File: src/rtl/fetch_unit_pkg.sv
// Shared fetch-path constants and the buffered {pc, inst} entry layout.
package fetch_unit_pkg;
  localparam int          InstAddrW     = 32;
  localparam int          InstW         = 32;
  localparam logic [31:0] ZeroWord      = 32'h0000_0000;
  localparam logic        ChipEnable    = 1'b1;
  localparam logic        ChipDisable   = 1'b0;
  localparam int          FetchBufDepth = 4;
  localparam logic [31:0] PcStep        = 32'd4;

  typedef struct packed {
    logic [InstAddrW-1:0] pc;
    logic [InstW-1:0]     inst;
  } fetch_entry_t;
endpackage

File: src/rtl/fetch_fifo.sv
// DEPTH-entry instruction buffer with flush; head reads as zero when empty.
module fetch_fifo
  import fetch_unit_pkg::*;
#(
  parameter int DEPTH = FetchBufDepth
) (
  input  logic                   clk,
  input  logic                   rst,
  input  logic                   flush,
  input  logic                   push,
  input  logic                   pop,
  input  logic [63:0]            din,
  output logic [$clog2(DEPTH):0] count,
  output logic [63:0]            head
);
  localparam int AW = $clog2(DEPTH);

  logic [63:0]   mem [DEPTH];
  logic [AW-1:0] rd_ptr, wr_ptr;

  always_ff @(posedge clk or negedge rst) begin
    if (!rst) begin
      rd_ptr <= '0;
      wr_ptr <= '0;
      count  <= '0;
    end else if (flush) begin
      rd_ptr <= '0;
      wr_ptr <= '0;
      count  <= '0;
    end else begin
      if (push) wr_ptr <= wr_ptr + 1'b1;
      if (pop)  rd_ptr <= rd_ptr + 1'b1;
      case ({push, pop})
        2'b10:   count <= count + 1'b1;
        2'b01:   count <= count - 1'b1;
        default: count <= count;
      endcase
    end
  end

  // Storage needs no reset: the head is masked while count is zero.
  always_ff @(posedge clk) begin
    if (push && !flush) mem[wr_ptr] <= din;
  end

  assign head = (count != '0) ? mem[rd_ptr] : '0;
endmodule

File: src/rtl/fetch_unit.sv
// PC owner and ROM driver feeding a small instruction buffer toward IF/ID.
// Optional feature: define FETCH_BYPASS_EN for a zero-latency empty-buffer bypass.
module fetch_unit
  import fetch_unit_pkg::*;
#(
  parameter int          DEPTH    = FetchBufDepth,
  parameter logic [31:0] RESET_PC = 32'h0000_0000
) (
  input  logic                   clk,
  input  logic                   rst,
  output logic                   rom_ce,
  output logic [31:0]            rom_addr,
  input  logic [31:0]            rom_inst,
  input  logic                   redirect_valid,
  input  logic [31:0]            redirect_pc,
  output logic                   out_valid,
  input  logic                   out_ready,
  output logic [31:0]            out_pc,
  output logic [31:0]            out_inst,
  output logic [$clog2(DEPTH):0] buf_count
);
  localparam int CW = $clog2(DEPTH) + 1;

  logic [31:0]  pc, redirect_tgt;
  logic         ce_q, fifo_empty, fifo_full;
  logic         fifo_push, fifo_pop, fetch, take;
  logic [63:0]  head_raw;
  fetch_entry_t head, wr_entry;

  assign redirect_tgt = redirect_pc & ~32'h3;
  assign fifo_empty   = (buf_count == '0);
  assign fifo_full    = (buf_count == CW'(DEPTH));
  assign head         = fetch_entry_t'(head_raw);
  assign wr_entry     = '{pc: pc, inst: rom_inst};

  // A redirect kills both the capture and any handshake on the head.
  assign fifo_pop  = !redirect_valid && !fifo_empty && out_ready;
  assign fetch     = ce_q && !redirect_valid && (!fifo_full || fifo_pop);
  assign fifo_push = fetch && !take;

`ifdef FETCH_BYPASS_EN
  logic bypass;
  assign bypass    = fifo_empty && ce_q && !redirect_valid;
  assign take      = bypass && out_ready;
  assign out_valid = bypass || !fifo_empty;
  assign out_pc    = bypass ? pc       : head.pc;
  assign out_inst  = bypass ? rom_inst : head.inst;
`else
  assign take      = 1'b0;
  assign out_valid = !fifo_empty;
  assign out_pc    = head.pc;
  assign out_inst  = head.inst;
`endif

  always_ff @(posedge clk or negedge rst) begin
    if (!rst) begin
      pc   <= RESET_PC;
      ce_q <= ChipDisable;
    end else begin
      ce_q <= ChipEnable;
      if (redirect_valid) pc <= redirect_tgt;
      else if (fetch)     pc <= pc + PcStep;
    end
  end

  assign rom_ce   = ce_q;
  assign rom_addr = pc;

  fetch_fifo #(.DEPTH(DEPTH)) u_fifo (
    .clk   (clk),
    .rst   (rst),
    .flush (redirect_valid),
    .push  (fifo_push),
    .pop   (fifo_pop),
    .din   (wr_entry),
    .count (buf_count),
    .head  (head_raw)
  );
endmodule

File: config.mk
export PLATFORM = sky130hd
export DESIGN_NAME = fetch_unit
export DESIGN_NICKNAME = d
export VERILOG_FILES = /design/src/rtl/fetch_unit_pkg.sv /design/src/rtl/fetch_fifo.sv /design/src/rtl/fetch_unit.sv
export SDC_FILE = /design/constraint.sdc
export NUM_CORES = 1
export LEC_CHECK = 0
export BUFFER_PORTS_ARGS = -buffer_cell sky130_fd_sc_hd__buf_2
export CORE_ASPECT_RATIO = 0.9
export CORE_MARGIN = 5
export CORE_UTILIZATION = 55
export DETAILED_ROUTE_END_ITERATION = 10
export GPL_ROUTABILITY_DRIVEN = 0
export PLACE_DENSITY = 0.77
export SLEW_MARGIN = 20
export SYNTH_ARGS = -nofsm -noshare
export SYNTH_HDL_FRONTEND = slang
export SYNTH_SLANG_ARGS = --single-unit
File: constraint.sdc
create_clock -name clk -period 3.4 [get_ports clk]
set_clock_uncertainty 0.1 [all_clocks]
set_input_delay 0.68 -clock clk [delete_from_list [all_inputs] [get_ports clk]]
set_output_delay 0.68 -clock clk [all_outputs]
set_load 0.02 [all_outputs]
[Word level (Yosys, flattened, before mapping)]
Memory sizes are Yosys's and may differ from the RTL's.
Index checks and enable logic that the tools add are counted.
Storage, ports and cells
  bits in registers: 40
  latch bits: 0
  memory bits (writable): 256
  bits in read-only memories: 0
  input port bits: 68
  output and inout port bits: 101
  word-level logic and storage cells: 39
  memories: 1
Cells by class
  $add $sub $neg: 5
  multipliers: 0
  divide/modulo/power cells: 0
  $lt $le $gt $ge: 0
  eq/ne operators: 3
  shift-type cells: 0
  multiplexer cells: 11
  bitwise logic cells: 0
  reduce and logical (&&, ||, !) cells: 14
Memory list
  u_fifo.mem: depth 4, bits a word 64, read ports 1, clocked after Yosys merged registers in 0, write ports 1, RTL line fetch_fifo.sv:18  | logic [63:0] mem [DEPTH];
Operators with widths (number)
  32-bit 2-to-1 mux: 2
  64-bit 2-to-1 mux: 1
  32-bit by 3-bit adder with 32-bit output, second input constant: 1
  2-bit 2-to-1 mux: 4
  3-bit case mux with 2 select lines: 1
  3-bit nonzero test: 2
  1-bit logical AND: 5
  2-bit by 1-bit adder with 2-bit output, second input constant: 2
  2-bit nonzero test: 2
  3-bit by 1-bit adder with 3-bit output, second input constant: 1
  3-bit == test, second input constant: 1
  1-bit logical NOT: 3
  3-bit logical NOT: 1
  3-bit 2-to-1 mux: 1
  3-bit by 1-bit subtractor with 3-bit output, second input constant: 1
  2-bit by 1-bit == test with 1-bit output, second input constant: 1
  2-bit == test, second input constant: 1
  1-bit 2-to-1 mux: 2
  1-bit logical OR: 1

[Depth between registers and ports, before layout]
Gate-level depths: netlist of the first run.
  depth in word-level cells: 9
  gate-level depth with buffers: 8
  gate-level depth less buffers: 6

[Cells and area by module]
A second synthesis of the first run with hierarchy kept.
Unflattened totals
  cells, all modules: 662
  area, all modules: 11956.5 µm²
By module, submodules not included
  fetch_fifo: instances 1, cells each 446, area an instance 10088.4 µm², sequential area each 7862.5 µm²
  fetch_unit: instances 1, cells each 216, area an instance 1868.0 µm², sequential area each 775.7 µm²

[Least setup slack after synthesis of the first run]
No wires, ideal clock.
  path type: input port to flip-flop
  start point: in out_ready
  end point: mem u_fifo.mem[0][0], enable pin
  setup time: 0.427 ns
  arrival: 2.770 ns
  data required time: 2.873 ns
  path slack: 0.103 ns
  stages: 5
  buffers on the path: 1
  cell sequence: buf_2 or4b_2 nand2_1 nor2_1 and2_1
On the way
  word-level cells in the longest chain between the ends: 6
RTL lines
  from (decl): RTL line fetch_unit.sv:17  | input logic out_ready,
  1-bit logical AND: RTL line fetch_unit.sv:37  | assign fifo_pop = !redirect_valid && !fifo_empty && out_ready;
  1-bit logical OR: RTL line fetch_unit.sv:38  | assign fetch = ce_q && !redirect_valid && (!fifo_full || fifo_pop);
  1-bit logical AND: RTL line fetch_unit.sv:38
  1-bit logical AND: RTL line fetch_fifo.sv:43  | if (push && !flush) mem[wr_ptr] <= din;
  1-bit 2-to-1 mux: RTL line fetch_fifo.sv:43
  1-bit 2-to-1 mux (not written as such): RTL line fetch_fifo.sv:43
  to (decl): RTL line fetch_fifo.sv:18
Every way passes these cells.

[Final worst setup path of the first run]
  start point: reg u_fifo.rd_ptr[0]
  end point: out out_pc[15]
On the way
  word-level cells in the longest chain between the ends: 2
RTL lines
  from (decl): RTL line fetch_fifo.sv:19  | logic [AW-1:0] rd_ptr, wr_ptr;
  from (signal assigned): RTL line fetch_fifo.sv:32  | if (pop) rd_ptr <= rd_ptr + 1'b1;
  memory read 4 x 64 bit
  64-bit 2-to-1 mux: RTL line fetch_fifo.sv:46  | assign head = (count != '0) ? mem[rd_ptr] : '0;
  to (decl): RTL line fetch_unit.sv:18  | output logic [31:0] out_pc,
Every way passes these cells.

==> reports/results.tsv, run 1 <==
stage	metric	value	unit
critical_path	Worst EP arrival	2.47	ns
pwr	combinational share of power	0.179	
placed_design	placed instance area	0.01279	mm²
floorplanning	Die H	148.4	µm
cts	CTS root buf	clkbuf_16	
drt	WL/cell	21.65	µm
critical_path	FF-to-FF End	rom_addr[18]$_DFFE_PN0P_	
drt	Residual DRC	0	
sta	setup slack after layout	0.1535	ns
cts	clock buffer count from CTS	29	
grt	vias in the first global route	7022	
sta	Peak Freq	0.3080	GHz
sta	Fin Setup TNS	0	ns
grt	met3 Use GR	0.04018	
pwr	Clock power frac	0.338	
final_layout	most frequent cells in the layout	edfxtp_1, buf_2, mux4_2, and2_1, dfrtp_1	
pwr	sw power	2299	µW
grt	largest net degree at the start of global routing	65	
outcome	status	complete, no violations	
sta	Worst slew margin	0.3379	
pwr	P per Cell Area	633.2	mW/mm²
run	Max-Cap Viols	0	
critical_path	Crit path required time	2.62	ns
placed_design	pre-CTS setup slack	0.5227	ns
grt	first-pass GRT wire length	38340	µm
logic_synthesis	number of flops mapped to enable cells by yosys	248	
cts	hold_buf cts	0	
logic_synthesis	Yosys Warn Count	0	
logic_synthesis	Yosys top cell area share	0.6360	
sta	final worst-path cycle share	0.9549	
placed_design	placed insts	1077	
floorplanning	initial core utilization	0.5604	
cts	post-cts repair resize count	0	
sta	Final setup violation count	0	
final_layout	post-layout util	0.6541	
placed_design	hpwl dp	14620	µm
critical_path	Reg2Reg Depth	4	
grt	initial antenna violation count	1	
critical_path	critical path type	flop to primary output	
floorplanning	Die ar.	0.02431	mm²
cts	CTS sink cnt	286	
logic_synthesis	Syn Area/Cell	17.66	µm²
grt	GRT overflow	0	
logic_synthesis	Seq cells post-synth	286	
drt	via count	6673	
grt	GR Util met1	0.2864	
floorplanning	I/O pin total	169	
critical_path	CP startpoint kind	flop	
final_layout	# fillers	1461	
min_path	min-delay worst type	input port to async pin	
final_layout	cell area after layout	0.01367	mm²
logic_synthesis	sequential share of the synthesized area	0.7172	
logic_synthesis	Yosys cell types	47	
cts	Setup Buffers After CTS	0	
drt	drt pass-1 iters	4	
logic_synthesis	largest cells by area after synthesis	edfxtp_1, mux4_2, dfrtp_1, and2_1, nand2_1	
logic_synthesis	biggest area consumer among synthesized cells	edfxtp_1	
pwr	switching power share of the total	0.2657	
logic_synthesis	Cell Area, Synth	0.01171	mm²
sta	RSZ-0062 raised after global routing	no	
placed_design	PortBufs	162	
logic_synthesis	synthesized instance count	663	
cts	TritonCTS clock tree	built	
cts	Worst-path clk slew	0.06	ns
logic_synthesis	Synth Flop Type	edfxtp_1	
final_layout	commonest non-fill, non-tap cell in the layout	edfxtp_1	
final_layout	final non-filler cell total	1128	
floorplanning	Site Rows	50	
cts	Max Root-Sink Buffers	3	
grt	total global-route track usage	0.2029	
logic_synthesis	fraction of registers with async set/reset	0.1329	
drt	total wire length	24420	µm
sta	fin. max-slew vios	0	
drt	vias per cell	5.916	
floorplanning	placeable core region	0.02090	mm²
drt	Final ANT Viol Nets	0	
critical_path	CP Capture Type	primary output	
drt	number of DRC markers in iteration 0	512	
cts	htree depth	1	
critical_path	Worst Path Max Fanout	29	
cts	insertion delay to the later sink of the worst-skew pair	0.53	ns
final_layout	n_diodes	0	
critical_path	RR Startpoint	u_fifo.count[1]$_DFFE_PN0P_	
pwr	Pint	6354	µW
final_layout	share of cells above drive strength 1	0.3361	
pwr	Pleak	0.004788	µW
floorplanning	Die W	163.8	µm
pwr	sequential fraction of design power	0.483	
sta	worst slew pin tran	0.9931	ns
sta	crit path time final	3.246	ns
grt	met2 Usage GRT	0.3351	
sta	Hold Vio Cnt, Final	0	
grt	most crowded layer after global routing	met2	
pwr	Worst VDD drop	0.3876	mV
final_layout	area grow syn2layout	16.72	%
critical_path	R2R Setup Slk	0.76	ns
final_layout	Final nets	896	
## sequential cells by signal, indices dropped and copies added, names as in the netlist
| register | flops |
|---|---|
| rom_ce | 1 |
| rom_addr | 30 |
| u_fifo.mem | 248 |
| u_fifo.rd_ptr | 2 |
| u_fifo.wr_ptr | 2 |
| u_fifo.count | 3 |
## worst max path at each step
stage,from,to,slack (ns)
2_1_floorplan,out_ready,u_fifo.mem[0][0]$_DFFE_PP_,0.10
4_1_cts,u_fifo.count[1]$_DFFE_PN0P_,out_pc[21],0.02
3_5_place_dp,out_ready,u_fifo.mem[3][16]$_DFFE_PP_,0.52
5_1_grt,u_fifo.rd_ptr[0]$_DFFE_PN0P_,out_pc[15],0.01
6_report,u_fifo.rd_ptr[0]$_DFFE_PN0P_,out_pc[15],0.15
3_3_place_gp,out_ready,u_fifo.mem[1][21]$_DFFE_PP_,0.59
## layout make-up
cell class                      instances  area, µm²  share of cell area
Clock inverter                         18      130.1            0.009521
Inverter                                6      22.52            0.001648
Sequential cell                       286       8406              0.6150
Tap cell                              286      357.8             0.02618
Timing Repair Buffer                  168      893.4             0.06537
Multi-Input combinational cell        331       3117              0.2281
Clock buffer                           33      740.7             0.05420
## power groups by stage
stage	logic [µW]	clock network [µW]	registers (µW)
2_1_floorplan	1050	0	4210
3_3_place_gp	1550	0	4230
3_5_place_dp	1580	0	4250
4_1_cts	1580	2970	4180
5_1_grt	1680	3130	4210
6_report	1550	2920	4180
## routing by layer
metal / vias up / wire, µm
li1: 2941 / -
met1: 3412 / 10180
met2: 270 / 11790
met3: 48 / 1944
met4: 2 / 487
met5: - / 13
## synth_stat cells (all sizes together) (5+ instances only)
| master | number |
|---|---|
| edfxtp | 248 |
| and2 | 66 |
| mux4 | 62 |
| dfrtp | 38 |
| nand2 | 27 |
| clkbuf | 25 |
| nor2 | 24 |
| buf | 18 |
| nand3 | 15 |
| o21ai | 14 |
| a31oi | 13 |
| o31ai | 12 |
| or4 | 12 |
| nand4 | 8 |
| o311ai | 8 |
| xnor2 | 8 |
| inv | 6 |
| ha | 5 |
| nor3 | 5 |
## critical path, stage by stage (launching register included)
cell     delay [ns]
dfrtp_4        0.69
buf_12         0.31
mux4_2         0.58
and2_1         0.17
buf_2          0.16
## through the flow
step                total power [µW]  hold slack, ns
detailed placement              5833          0.4721
finish                          8654          0.1796
CTS                             8740          0.1849
floorplan                       5258          0.2844
global route                    9014          0.2400
global placement                5785          0.4540
## kinds of logic after synthesis
group	after synthesis	share of synthesized area
AOI/OAI and AO/OA	56	0.03238
xor gates and xnor gates	12	0.008976
adders and majority gates	6	0.007053
buffers and inverters	49	0.01881
DFF	286	0.7172
muxes	66	0.1229
other	2	0.0006414
and+or+nand+nor	186	0.09201
(Power assumes the default switching activity.)
==> run 2, diff against run 1 <==
==> constraint.sdc (replaced) <==
create_clock -name clk -period 3.4 [get_ports clk]
set_clock_uncertainty 0.1 [all_clocks]
set_input_delay 1.02 -clock clk [delete_from_list [all_inputs] [get_ports clk]]
set_output_delay 1.02 -clock clk [all_outputs]
set_load 0.02 [all_outputs]
==> run 2 against run 1 <==
Net effect:
- clock power is 4% higher
- count of clock-buffer cells in the layout is 4 higher
- wire length up 4.4%
- die area is the same
- worst setup slack got worse by 0.097 ns
- register-to-register slack better by 0.05 ns
- sequential power is essentially flat
- first-iteration DRC count rose by 2.7%
- final cell count is 1.2% higher
- global-route usage grew 0.96 points
- sequential share of layout area fell by 1.0 points
- design area is 1.6% higher
- critical endpoint is now out_pc[21]
- largest cell class unchanged
==> reports/results.tsv, run 2 (synthesis results as in run 1) <==
stage	metric	value	unit
grt	initial antenna violation count	0	
drt	vias per cell	5.962	
final_layout	Final nets	908	
pwr	Pleak	0.004904	µW
floorplanning	Die ar.	0.02431	mm²
critical_path	R2R Setup Slk	0.81	ns
placed_design	placed instance area	0.01291	mm²
final_layout	# fillers	1441	
sta	Worst slew margin	0.3360	
cts	insertion delay to the later sink of the worst-skew pair	0.54	ns
pwr	Final Total Pwr	8856	µW
critical_path	Worst Path Max Fanout	64	
cts	CTS sink cnt	286	
drt	WL/cell	22.32	µm
outcome	status	complete, no violations	
floorplanning	Site Rows	50	
drt	via count	6809	
cts	TritonCTS clock tree	built	
final_layout	cell area after layout	0.01389	mm²
cts	htree depth	1	
critical_path	CP startpoint kind	flop	
sta	Final setup violation count	0	
final_layout	share of cells above drive strength 1	0.3505	
cts	Worst-path clk slew	0.06	ns
critical_path	FF-to-FF End	rom_addr[18]$_DFFE_PN0P_	
cts	hold_buf cts	0	
min_path	hold depth	2	
grt	first-pass GRT wire length	39920	µm
floorplanning	placeable core region	0.02090	mm²
floorplanning	Die H	148.4	µm
sta	fin. max-slew vios	0	
sta	Peak Freq	0.2991	GHz
critical_path	critical path type	flop to primary output	
critical_path	Reg2Reg Depth	4	
pwr	Worst VDD drop	0.5102	mV
drt	Residual DRC	0	
run	Max-Cap Viols	0	
critical_path	CP Capture Type	primary output	
grt	vias in the first global route	7099	
drt	number of DRC markers in iteration 0	526	
final_layout	Largest register FFs	248	
min_path	Hold EP	u_fifo.wr_ptr[1]$_DFFE_PN0P_	
drt	total wire length	25500	µm
sta	final worst-path cycle share	0.9833	
final_layout	area grow syn2layout	18.65	%
critical_path	Worst EP arrival	2.22	ns
sta	worst slew pin tran	0.9960	ns
grt	GRT overflow	0	
final_layout	n_diodes	0	
cts	Max Root-Sink Buffers	3	
critical_path	RR Startpoint	rom_addr[2]$_DFFE_PN0P_	
floorplanning	initial core utilization	0.5604	
drt	drt pass-1 iters	5	
sta	crit path time final	3.343	ns
critical_path	Crit path required time	2.28	ns
final_layout	most flop-heavy register	u_fifo.mem	
min_path	Hold Crit Start	u_fifo.wr_ptr[1]$_DFFE_PN0P_	
pwr	P per Cell Area	637.5	mW/mm²
grt	total global-route track usage	0.2125	
drt	Final ANT Viol Nets	0	
final_layout	commonest non-fill, non-tap cell in the layout	edfxtp_1	
final_layout	most frequent cells in the layout	edfxtp_1, buf_2, mux4_2	
floorplanning	Die W	163.8	µm
cts	CTS root buf	clkbuf_16	
floorplanning	I/O pin total	169	
placed_design	PortBufs	162	
grt	largest net degree at the start of global routing	65	
sta	Hold Vio Cnt, Final	0	
min_path	min-delay worst type	flop to flop	
placed_design	hpwl dp	15490	µm
cts	clock buffer count from CTS	28	
==> run 2: per-layer routing <==
layer | track usage | wire length, µm | vias up
met1 | 0.2960 | 10320 | 3464
met3 | 0.05098 | 2164 | 44
met4 | 0.04319 | 466 | 0
met5 | 0 | 0 | -
met2 | 0.3498 | 12550 | 335
li1 | - | - | 2966
==> run 2: layout make-up <==
| class | count | area (µm²) | area share |
|---|---|---|---|
| flip-flops and latches | 286 | 8406 | 0.6051 |
| multi-input cells | 331 | 3118 | 0.2244 |
| repair buffers | 181 | 1076 | 0.07746 |
| clock buffers | 37 | 765.7 | 0.05512 |
| well taps | 286 | 357.8 | 0.02576 |
| clock inverters | 15 | 146.4 | 0.01054 |
| inverters | 6 | 22.52 | 0.001621 |
==> run 2: how the worst max path moves through the flow <==
| stage | start | endpoint | slack [ns] | cells after the start |
|---|---|---|---|---|
| 6_report | u_fifo.count[1]$_DFFE_PN0P_ | out_pc[21] | 0.06 | 4 |
| 5_1_grt | u_fifo.rd_ptr[0]$_DFFE_PN0P_ | out_pc[5] | -0.002 | 4 |
| 4_1_cts | u_fifo.rd_ptr[0]$_DFFE_PN0P_ | out_pc[3] | 0.03 | 4 |
| 3_5_place_dp | out_ready | rom_addr[25]$_DFFE_PN0P_ | 0.31 | 5 |
| 3_3_place_gp | out_ready | u_fifo.mem[0][15]$_DFFE_PP_ | 0.41 | 5 |
| 2_1_floorplan | out_ready | u_fifo.mem[0][0]$_DFFE_PP_ | 0.31 | 5 |
==> run 2: stage by stage <==
stage / hold slack, ns / std cells / worst slack (ns) / util / TNS [ns]
after global placement: 0.4533 / 1085 / 0.4141 / 0.6181 / 0
after CTS: 0.4881 / 1140 / 0.02833 / 0.6634 / 0
after detailed placement: 0.4798 / 1085 / 0.3126 / 0.6181 / 0
after floorplan: 0.4425 / 666 / 0.3110 / - / 0
after global routing: 0.5068 / 1142 / -0.001922 / 0.6649 / -0.001922
final: 0.4845 / 1142 / 0.05675 / 0.6649 / 0
==> run 2: critical path, cell delays in order (launching register included) <==
cell     delay [ns]
dfrtp_1        0.49
or3_2          0.52
buf_8          0.20
and2_1         0.24
buf_2          0.17
==> run 2: power breakdown <==
group	internal (µW)	switching [µW]	leakage [µW]
Sequential	4000	157	0.00270
Combinational	708	943	0.00175
Clock	1800	1240	0.000448
Total	6510	2350	0.00490
==> run 2: repair_timing <==
item | 4_1_cts | 5_1_grt
gates resized for setup | 1 | 5
setup endpoints to repair | 62 | 19
setup buffers | 3 | 2
pin swaps | 0 | 0
